`src/rtl/decode_stage.sv`:
```
// rtl/decode_stage.sv - RV32I subset decode stage with load-use stall and illegal-instruction lockout
module decode_stage #(
  parameter int XLEN          = 32,
  parameter int ILLEGAL_LIMIT = 4,
  parameter int CNT_W         = $clog2(ILLEGAL_LIMIT + 1),
  parameter int HAZARD_EN     = 1
) (
  input  logic             clk,
  input  logic             rst,
  input  logic             in_valid,
  output logic             in_ready,
  input  logic [31:0]      in_instr,
  input  logic [XLEN-1:0]  in_pc,
  output logic             out_valid,
  input  logic             out_ready,
  output logic [XLEN-1:0]  out_pc,
  output logic [4:0]       rs1,
  output logic [4:0]       rs2,
  output logic [4:0]       rd,
  output logic [XLEN-1:0]  imm,
  output logic [3:0]       alu_ctrl,
  output logic             alu_src,
  output logic             reg_wen,
  output logic             mem_ren,
  output logic             mem_wen,
  output logic             branch,
  output logic             jump,
  output logic             illegal,
  output logic             locked,
  output logic [CNT_W-1:0] illegal_count
);

  typedef enum logic {RUN, LOCKED} state_t;

  localparam logic [3:0] ALU_ADD = 4'b0000;
  localparam logic [3:0] ALU_SUB = 4'b0001;
  localparam logic [CNT_W-1:0] LIMIT = CNT_W'(ILLEGAL_LIMIT);

  state_t state;

  logic [6:0] opcode, funct7;
  logic [2:0] funct3;
  logic [4:0] d_rs1, d_rs2, d_rd;
  logic [XLEN-1:0] d_imm;
  logic [3:0] d_alu;
  logic d_src, d_wen, d_mren, d_mwen, d_br, d_jmp, d_ill;
  logic hazard, accept, f3_alu_ok;
  logic [3:0] f3_alu;
  logic [CNT_W-1:0] cnt_inc;

  assign opcode = in_instr[6:0];
  assign funct3 = in_instr[14:12];
  assign funct7 = in_instr[31:25];
  assign cnt_inc = illegal_count + 1'b1;

  // Combinational decode of the incoming word; illegal encodings leave every field at zero
  always_comb begin
    d_rs1 = '0; d_rs2 = '0; d_rd = '0; d_imm = '0; d_alu = ALU_ADD;
    d_src = 1'b0; d_wen = 1'b0; d_mren = 1'b0; d_mwen = 1'b0;
    d_br = 1'b0; d_jmp = 1'b0; d_ill = 1'b0;
    f3_alu_ok = 1'b1;
    f3_alu = ALU_ADD;
    case (funct3)
      3'b000:  f3_alu = ALU_ADD;
      3'b111:  f3_alu = 4'b0010;
      3'b110:  f3_alu = 4'b0011;
      3'b100:  f3_alu = 4'b0100;
      3'b010:  f3_alu = 4'b0101;
      default: f3_alu_ok = 1'b0;
    endcase
    case (opcode)
      7'b0110011: begin
        if ((funct7 == 7'b0000000 && f3_alu_ok) || (funct7 == 7'b0100000 && funct3 == 3'b000)) begin
          d_rs1 = in_instr[19:15]; d_rs2 = in_instr[24:20]; d_rd = in_instr[11:7];
          d_alu = (funct7 == 7'b0100000) ? ALU_SUB : f3_alu;
          d_wen = 1'b1;
        end else d_ill = 1'b1;
      end
      7'b0010011: begin
        if (f3_alu_ok) begin
          d_rs1 = in_instr[19:15]; d_rd = in_instr[11:7];
          d_imm = {{(XLEN-12){in_instr[31]}}, in_instr[31:20]};
          d_alu = f3_alu; d_src = 1'b1; d_wen = 1'b1;
        end else d_ill = 1'b1;
      end
      7'b0000011: begin
        if (funct3 == 3'b010) begin
          d_rs1 = in_instr[19:15]; d_rd = in_instr[11:7];
          d_imm = {{(XLEN-12){in_instr[31]}}, in_instr[31:20]};
          d_src = 1'b1; d_wen = 1'b1; d_mren = 1'b1;
        end else d_ill = 1'b1;
      end
      7'b0100011: begin
        if (funct3 == 3'b010) begin
          d_rs1 = in_instr[19:15]; d_rs2 = in_instr[24:20];
          d_imm = {{(XLEN-12){in_instr[31]}}, in_instr[31:25], in_instr[11:7]};
          d_src = 1'b1; d_mwen = 1'b1;
        end else d_ill = 1'b1;
      end
      7'b1100011: begin
        if (funct3 == 3'b000 || funct3 == 3'b001) begin
          d_rs1 = in_instr[19:15]; d_rs2 = in_instr[24:20];
          d_imm = {{(XLEN-13){in_instr[31]}}, in_instr[31], in_instr[7],
                   in_instr[30:25], in_instr[11:8], 1'b0};
          d_alu = ALU_SUB; d_br = 1'b1;
        end else d_ill = 1'b1;
      end
      7'b1101111: begin
        d_rd = in_instr[11:7];
        d_imm = {{(XLEN-21){in_instr[31]}}, in_instr[31], in_instr[19:12],
                 in_instr[20], in_instr[30:21], 1'b0};
        d_wen = 1'b1; d_jmp = 1'b1;
      end
      default: d_ill = 1'b1;
    endcase
    // x0 is never a real destination
    if (d_rd == 5'd0) d_wen = 1'b0;
  end

  // Unused source indices decode to 0 and rd is nonzero here, so a plain compare suffices
  assign hazard = (HAZARD_EN == 1) && out_valid && mem_ren && (rd != 5'd0) &&
                  ((d_rs1 == rd) || (d_rs2 == rd));
  assign in_ready = !rst && (state == RUN) && !hazard && (!out_valid || out_ready);
  assign accept = in_valid && in_ready;
  assign locked = (state == LOCKED);

  // Output bundle register, illegal counter and RUN/LOCKED state machine
  always_ff @(posedge clk) begin
    if (rst) begin
      state <= RUN;
      out_valid <= 1'b0; out_pc <= '0;
      rs1 <= '0; rs2 <= '0; rd <= '0; imm <= '0; alu_ctrl <= '0;
      alu_src <= 1'b0; reg_wen <= 1'b0; mem_ren <= 1'b0; mem_wen <= 1'b0;
      branch <= 1'b0; jump <= 1'b0; illegal <= 1'b0;
      illegal_count <= '0;
    end else if (accept) begin
      out_valid <= 1'b1; out_pc <= in_pc;
      rs1 <= d_rs1; rs2 <= d_rs2; rd <= d_rd; imm <= d_imm; alu_ctrl <= d_alu;
      alu_src <= d_src; reg_wen <= d_wen; mem_ren <= d_mren; mem_wen <= d_mwen;
      branch <= d_br; jump <= d_jmp; illegal <= d_ill;
      if (d_ill && illegal_count != LIMIT) begin
        illegal_count <= cnt_inc;
        if (cnt_inc == LIMIT) state <= LOCKED;
      end
    end else if (out_ready) begin
      out_valid <= 1'b0;
    end
  end

endmodule

```
`config.mk`:
```
export PLATFORM = sky130hd
export DESIGN_NAME = decode_stage
export DESIGN_NICKNAME = d
export VERILOG_FILES = /design/src/rtl/decode_stage.sv
export SDC_FILE = /design/constraint.sdc
export NUM_CORES = 1
export LEC_CHECK = 0
export ABC_AREA = 1
export CAP_MARGIN = 20
export CORE_UTILIZATION = 44
export DETAILED_ROUTE_END_ITERATION = 10
export GPL_TIMING_DRIVEN = 0
export HOLD_SLACK_MARGIN = 0.02
export PLACE_DENSITY = 0.85
export SETUP_SLACK_MARGIN = 0.5
export SYNTH_ARGS = -nofsm -noshare
export SYNTH_HDL_FRONTEND = slang
export SYNTH_SLANG_ARGS = --single-unit
```
`constraint.sdc`:
```
create_clock -name clk -period 2.6 [get_ports clk]
set_input_delay 0.26 -clock clk [delete_from_list [all_inputs] [get_ports clk]]
set_output_delay 0.26 -clock clk [all_outputs]
set_load 0.1 [all_outputs]
```
After elaboration in Yosys (flattened, before gate mapping)
Cells that the tools add are included.
Word-level totals
  flip-flop bits (word level): 95
  input bits: 68
  output and inout bits: 96
  word-level logic and storage cells: 103
Operators by class
  add/sub/neg operators: 1
  equality and inequality tests: 16
  multiplexer cells: 43
  bitwise gates (word level): 1
  reductions and logical operators: 26
Operators with widths (number)
  $pmux 32 s5: 1
  $mux 32: 4
  $mux 5: 10
  $pmux 5 s4: 2
  $eq 7x6->1 const B: 3
  $mux 1: 17
  $pmux 5 s3: 1
  $eq 7x7->1 const B: 2
  $eq 3x3->1 const B: 4
  $mux 4: 3
  $pmux 3 s4: 1
  $pmux 4 s3: 1
  $eq 5x5->1: 2
  $logic_and 1x1->1: 10
  $eq 7x2->1 const B: 1
  $eq 7x5->1 const B: 1
  $logic_not 7->1: 1
  $logic_not 5->1: 1
  $pmux 1 s5: 1
  $reduce_bool 5->1: 1
  $reduce_or 5->1: 1
  $logic_or 1x1->1: 4
  $pmux 1 s4: 1
  $add 3x1->3 const B: 1
  11 further kinds: 13

Logic depth before layout (Yosys ltp)
Gate-level depths: netlist of the first run.
  depth after elaboration: 15
  gate-level depth with buffers: 20
  mapped depth without buffers: 19

Least setup slack after synthesis of the first run
Ideal clock, no wire load.
  path kind: register -> register
  start point: register rd[2]
  end point: register out_pc[0]
  arrival: 2.470 ns
  setup slack: 0.060 ns
  cell stages (with the launch flop): 12
  clock period less this slack: 2.540 ns
  cell sequence: dfxtp_1 inv_1 nand4_1 nand2_1 nand2_1 nor2_1 nand2_1 nand2_2 a21boi_4 buf_2 nand3_1 a21oi_1
On the way
  longest elaborated chain between the ends: 7
RTL lines
  start: declaration: line 19  | output logic [4:0] rd,
  start signal: assignment: line 138  | rs1 <= d_rs1; rs2 <= d_rs2; rd <= d_rd; imm <= d_imm; alu_ctrl <= d_alu;
  $eq 5x5->1 / $reduce_bool 5->1 (equally long branches): line 122, 121
  $logic_or 1x1->1 / $logic_and 1x1->1 (equally long branches): line 122, 121
  $logic_and 1x1->1 *: line 121  | assign hazard = (HAZARD_EN == 1) && out_valid && mem_ren && (rd != 5'd0) &&
  $logic_not 1->1 *: line 123  | assign in_ready = !rst && (state == RUN) && !hazard && (!out_valid || out_ready);
  $logic_and 1x1->1 * (2 in a row): line 123
  via in_ready: line 11  | output logic in_ready,
  $logic_and 1x1->1 *: line 124  | assign accept = in_valid && in_ready;
  end signal: assignment: line 131  | out_valid <= 1'b0; out_pc <= '0;
  end signal: assignment: line 137  | out_valid <= 1'b1; out_pc <= in_pc;
  end: declaration: line 16  | output logic [XLEN-1:0] out_pc,
The timed path passes the listed nets; every way through them passes the cells marked *.
A chain may end at the register's enable or synchronous reset.

Final worst setup path of the first run
  start point: input port in_instr[30]
  end point: register imm[2]
On the way
  longest elaborated chain between the ends: 12
RTL lines
  start: declaration: line 12  | input logic [31:0] in_instr,
  $eq 7x6->1 / $logic_not 7->1 (equally long branches): line 73  | if ((funct7 == 7'b0000000 && f3_alu_ok) || (funct7 == 7'b0100000 && funct3 == 3'b000)) begin
  $logic_and 1x1->1: line 73
  $logic_or 1x1->1 *: line 73
  $mux 5: line 73
  $pmux 5 s4 / $pmux 5 s3 (equally long branches): line 71  | case (opcode)
  $eq 5x5->1: line 122  | ((d_rs1 == rd) || (d_rs2 == rd));
  $logic_or 1x1->1 *: line 122
  $logic_and 1x1->1 *: line 121
  $logic_not 1->1 *: line 123
  $logic_and 1x1->1 * (2 in a row): line 123
  $logic_and 1x1->1 *: line 124
  end signal: assignment: line 138
  end: declaration: line 20  | output logic [XLEN-1:0] imm,
Every way passes the cells marked *; elsewhere a longest branch is shown, timed or not.

==> results of run 1 <==
==> flip-flops by register name, summed over array words and instances (netlist names), 3 cells and up <==
signal and count:
rs1 5, imm 21, rd 5, out_pc 32, rs2 5, illegal_count 3, alu_ctrl 3
==> routing by layer <==
layer	track usage	share of wire	up-vias	wire, µm
met1	0.346	0.38	2520	6680
li1	-	-	2449	-
met2	0.513	0.50	306	8820
met4	0.134	0.032	0	557
met3	0.0763	0.082	53	1440
met5	0	0	-	0
==> repair_timing <==
action,4_1_cts,5_1_grt
endpoints found under the setup margin,156,106
pin swaps,34,98
buffers inserted,17,15
resized for setup,234,248
cloned,2,9
==> cell usage after synthesis, types with 2 or more instances <==
cell type  instances
inv_2              6
nand2_1          134
inv_1             57
dfxtp_1           83
nor2_4             3
o21ai_0           14
nor3_2             4
nand4_1            6
clkbuf_1          15
ha_1               3
buf_1              2
nor2_1            39
nand3_1           86
or2_1              8
o22ai_1            2
nand3_2            2
a211oi_1           2
a21oi_1           81
nand2_4            3
buf_2              4
o211ai_1           6
nor3_4             2
nor3_1             8
nand2_2            7
buf_4             21
==> critical path: cells and delay by family <==
kind / cells / cell delay (ns)
compound gates: 1 / 0.20
simple gates: 15 / 1.47
buf+inv: 4 / 0.73
==> area by class of cell <==
type / instances / area share
Clock buffer: 10 / 0.0164
Tap cell: 129 / 0.0208
Clock inverter: 6 / 0.0114
Timing Repair Buffer: 203 / 0.265
Sequential cell: 83 / 0.215
Buffer: 43 / 0.0467
Antenna cell: 1 / 0.000322
Inverter: 64 / 0.0329
Multi-Input combinational cell: 424 / 0.392
==> metrics by stage <==
stage | worst slack, ns | area (µm²) | total power [µW] | util
final | 0.214 | 7770 | 3400 | 0.833
after global routing | 0.148 | 7760 | 3500 | 0.832
after CTS | 0.356 | 6590 | 3220 | 0.706
after detailed placement | -1.28 | 6060 | 2190 | 0.650
after global placement | -1.27 | 6060 | 2180 | 0.650
after floorplan | 0.521 | 4290 | 1920 | -
==> logic make-up after synthesis <==
| logic type | after synthesis | synth area share |
|---|---|---|
| AO/OA/AOI/OAI | 110 | 0.139 |
| XOR/XNOR | 1 | 0.00205 |
| adder cells (fa/ha/maj) | 3 | 0.00878 |
| buffers and inverters | 107 | 0.115 |
| flip-flops | 83 | 0.389 |
| other | 1 | 0.000877 |
| AND/OR/NAND/NOR | 308 | 0.345 |
==> path summary, 6_finish.rpt <==
path                     start      to  slack [ns]  cells after the start
setup reg to reg         rd[3]  imm[2]        0.45                      9
hold reg to reg         rs2[0]  rs2[0]        0.46                      2
hold / removal    in_instr[26]  imm[6]        0.18                      3
setup / recovery  in_instr[30]  imm[2]        0.21                     20
==> power by group through the flow <==
stage | combinational [µW] | clock [µW] | sequential, µW
final | 1000 | 1040 | 1360
after global routing | 1050 | 1100 | 1360
after CTS | 844 | 1030 | 1340
after detailed placement | 817 | 0 | 1370
after global placement | 805 | 0 | 1370
after floorplan | 239 | 0 | 1680
==> impl_metrics.yaml, run 1 <==
status:
  outcome: "finished clean"
timing:
  whs_ns: 0.185
  post-route-period-util: 0.918
  slew_violations: 0
  rsz0062_at_grt: "true"
  clock.fmax_ghz: 0.419
  skew_ns: 0.0106
  tns_ns: 0
  tightest_slew_ns: 1.01
  layout_min_cycle_time_ns: 2.39
  maxSlewHeadroom: 0.332
  setup_viol: 0
  finalHoldViolations: 0
yosys:
  synth_edf_count: 0
  synth_flop_cell: "dfxtp_1"
  synth_top_area_frac: 0.389
  syn_inst: 613
  ys_warn_count: 0
  mappedNetlistArea_mm2: 0.00428
  synth_area_leaders: "dfxtp_1 (39%), nand2_1 (12%), nand3_1 (10%)"
  ys_async_sr_fraction: 0
  synth_nets: 684
  synth-seq-area-share: 0.389
  synth_cell_type_count: 40
  ys_seq_elements: 83
  yosys.area.top_type: "dfxtp_1"
  synth.avg_cell_area_um2: 6.98
clock_network:
  cts.sinks: 83
  cts_tree: "yes"
  clock_latency_ns: 0.37
  clockRootBuffer: "clkbuf_8"
  htreeDepth: 3
  postCtsHoldBufs: 0
  cts-buffers-inserted: 9
  cts_buffer_depth: 2
  clk_pin_slew_ns: 0.09
pwr:
  p_sw_uw: 1220
  intPower_uw: 2180
  p_sw_frac: 0.359
  cellLeakagePower_uw: 0.00383
  pwr-share-comb: 0.295
  p_clk_frac: 0.307
  pwr-share-seq: 0.398
  p_per_area_mw_per_mm2: 438
  peakVddDrop_mv: 0.322
worst_hold_path:
  hp-class: "in -> reg"
cells_and_area:
  final-seq-area_mm2: 0.00167
  final_cells: 963
  nFillCells: 574
  syn_to_final_growth_pct: 81.6
  multi_input_area_mm2: 0.00304
  final_common_cell: "dfxtp_1"
  nets: 899
  drive_above_1_share: 0.389
  final_cell_mix: "dfxtp_1 (78), nand3_1 (70), nand2_1 (67)"
critical_path:
  worstPathRequired_ns: 2.88
  crit_path_max_incr_delay_ns: 0.26
  cp-end-kind: "flop"
  start_kind: "input pin"
  arrival_ns: 2.66
  path_cells: "clkdlybuf4s15_1 > nand2_1 > nor2_2 > nand3_2 > nand2_4 > nand2_8 > nand3_4 > nand2_2 > nand2_1 > nand2_1 > nor2_1 > nand2_1 > nand2_4 > buf_6 > nand2_4 > nand3_4 > buf_12 > clkbuf_16 > nand2_2 > a21oi_1"
  cp_slowest_cell: "clkdlybuf4s15_1"
  critPathMostFrequentCell: "nand2_1"
  crit_type: "in -> reg"
  crit_fanout: 8
detailed_routing:
  dr.pass1.iters: 5
  final_antenna_net_count: 0
  drt_iter0_markers: 353
  drc: 0
  viasPerCell: 5.53
  wl_mm: 17.5
  wl_per_cell_um: 18.2
  via_count: 5328
placement:
  dp.cells: 903
  hpwl_mm: 11.0
  gp_congestion: 0.892
  io_buffers: 161
floorplan:
  rows: 35
  die_h_um: 101
  dieArea_mm2: 0.0101
  ios: 164
  coreArea_mm2: 0.00933
  die_w_um: 101
  initial_core_util: 0.458
flow_run:
  drv_cap: 0
global_routing:
  grt_usage: 0.297
  grt_max_degree: 15
  grt_overflow_total: 0
  grt_pass1_wl_mm: 23.5
  grt_pass1_vias: 4920
  antenna_found_initial: 0
No activity file was read; power rests on OpenSTA's default activity.
==> inputs of run 2 (changes only) <==
--- a/config.mk
+++ b/config.mk
@@ -13,6 +13,7 @@
 export HOLD_SLACK_MARGIN = 0.02
 export PLACE_DENSITY = 0.85
 export SETUP_SLACK_MARGIN = 0.5
+export SKIP_CTS_REPAIR_TIMING = 1
 export SYNTH_ARGS = -nofsm -noshare
 export SYNTH_HDL_FRONTEND = slang
 export SYNTH_SLANG_ARGS = --single-unit
==> run 2 against run 1 <==
Global-route usage fell by 1.5 points; sequential share of layout area fell by 0.17 points; sequential power barely moved; combinational power rose by 4%; critical path depth fell by 1; worst hold slack improved by 0.050 ns; non-clock buffer count did not move; cell area rose by 0.81%; clock skew rose by 0.0029 ns; first-iteration DRC count rose by 7.4%; fmax fell by 4.3%.
==> impl_metrics.yaml, run 2 (synthesized netlist as in run 1, its figures left out) <==
worst_hold_path:
  hp-class: "in -> reg"
  hold_path_end: "imm[8]"
  hold-path-cell-count: 3
  hold_path.startpoint: "in_instr[28]"
clock_network:
  htreeDepth: 3
  clk_pin_slew_ns: 0.09
  cts_tree: "yes"
  clock_latency_ns: 0.37
  clockRootBuffer: "clkbuf_8"
  cts.sinks: 83
  cts_buffer_depth: 2
  cts-buffers-inserted: 9
global_routing:
  grt_overflow_total: 0
  grt_pass1_wl_mm: 22.3
  grt_usage: 0.283
  grt_pass1_vias: 4668
  antenna_found_initial: 1
  grt_max_degree: 15
critical_path:
  arrival_ns: 2.79
  crit_buf_inv: 6
  crit_fanout: 8
  crit_type: "in -> reg"
  rr_startpoint: "rd[3]"
  reg2reg_depth: 10
  crit_path_max_incr_delay_ns: 0.35
  critPathTopFamily: "simple AND/OR/NAND/NOR gates"
  worstPathRequired_ns: 2.89
  r2r_slack_ns: 0.28
  path_cells: "clkbuf_2 > inv_2 > nor2_4 > nand2_4 > nor3_4 > nor2_8 > nand2_8 > nand2_4 > o21ai_2 > inv_1 > nand3_2 > nand2_4 > buf_6 > buf_6 > nand2_8 > nand3_4 > buf_6 > or2_1 > a21oi_2"
  timing.rr.end: "out_pc[20]"
  cp-end-kind: "flop"
  cp_slowest_cell: "nor3_4"
  start_kind: "input pin"
detailed_routing:
  wl_per_cell_um: 19.1
  final_antenna_net_count: 0
  dr.pass1.iters: 5
  viasPerCell: 5.62
  drt_iter0_markers: 379
  drc: 0
  wl_mm: 18.3
  via_count: 5403
pwr:
  p_sw_frac: 0.359
  p_clk_frac: 0.307
  cellLeakagePower_uw: 0.00468
  p_sw_uw: 1240
  intPower_uw: 2210
  pwr-share-comb: 0.301
  pwr-share-seq: 0.393
  p_per_area_mw_per_mm2: 441
  peakVddDrop_mv: 0.359
cells_and_area:
  syn_to_final_growth_pct: 83.1
  design_area_mm2: 0.00783
  n_antenna_cell: 0
  largest_reg_flops: 32
  top_register: "out_pc"
  nFillCells: 519
  final_common_cell: "dlymetal6s2s_1"
  reg.largest.list: "out_pc x32, imm x21"
  final-seq-area_mm2: 0.00167
  multi_input_area_mm2: 0.00292
  final_cell_mix: "dlymetal6s2s_1 (92), nand2_1 (78), dfxtp_1 (78)"
  drive_above_1_share: 0.346
  nets: 899
floorplan:
  initial_core_util: 0.458
  ios: 164
  die_w_um: 101
  coreArea_mm2: 0.00933
  die_h_um: 101
  dieArea_mm2: 0.0101
  rows: 35
placement:
  hpwl_mm: 11.0
  io_buffers: 161
  gp_congestion: 0.892
  placed_area_mm2: 0.00606
timing:
  clock.fmax_ghz: 0.401
  tns_ns: 0
  finalHoldViolations: 0
  maxSlewHeadroom: 0.320
  setup_viol: 0
  tightest_slew_ns: 1.02
  skew_ns: 0.0135
  rsz0062_at_grt: "true"
  slew_violations: 0
  post-route-period-util: 0.959
  whs_ns: 0.235
  layout_min_cycle_time_ns: 2.49
status:
  outcome: "finished clean"
flow_run:
  drv_cap: 0
run 2: cell types whose count changed in the layout (fill, tap and decap cells not counted), moves of 7 or more:
cell | before | now
a21oi_1 | 18 | 32
clkbuf_2 | 5 | 18
nand2_1 | 67 | 78
clkdlybuf4s15_2 | 13 | 0
nand2_4 | 53 | 46
a21oi_2 | 63 | 49
dlymetal6s2s_1 | 22 | 92
dlygate4sd2_1 | 63 | 0
run 2: how the worst max path moves through the flow:
stage,depth (start not counted),end,startpoint,slack (ns)
after floorplan,6,illegal_count[0],illegal_count[0],0.52
after global placement,15,in_ready,in_instr[13],-1.27
after detailed placement,15,in_ready,in_instr[12],-1.28
after CTS,15,in_ready,in_instr[14],-1.29
after global routing,21,imm[14],in_instr[13],0.01
final,19,rs1[0],in_instr[13],0.11
run 2: metrics by stage:
step,total power (µW),util,worst slack (ns),cells
after global routing,3550,0.839,0.0112,962
final,3450,0.839,0.106,962
after CTS,3200,0.673,-1.29,919
after detailed placement,2190,0.650,-1.28,903
after global placement,2180,0.650,-1.27,903
after floorplan,1920,-,0.521,613
run 2: worst min-delay path: cells and delay by family:
| family | cells | cell delay [ns] |
|---|---|---|
| AND/OR/NAND/NOR | 1 | 0.09 |
| AO/OA/AOI/OAI | 1 | 0.08 |
| buffers and inverters | 1 | 0.12 |
run 2: area by class of cell:
type	instances	share of cell area
inverter	64	0.0313
sequential	83	0.213
multi-input combinational	424	0.373
tap	129	0.0206
buffer	43	0.0457
clock inverter	6	0.0113
clock buffer	10	0.0163
timing repair buffer	203	0.289
run 2: layer usage:
| layer | share of wire | vias up | track usage |
|---|---|---|---|
| li1 | - | 2439 | - |
| met1 | 0.38 | 2501 | 0.343 |
| met2 | 0.49 | 367 | 0.493 |
| met4 | 0.046 | 0 | 0.0914 |
| met5 | 0 | - | 0 |
| met3 | 0.087 | 96 | 0.0652 |
run 2: power groups by stage:
stage	logic (µW)	registers [µW]	clock network, µW
after floorplan	239	1680	0
after global placement	805	1370	0
after detailed placement	817	1370	0
after CTS	820	1340	1030
after global routing	1070	1360	1110
final	1040	1360	1060
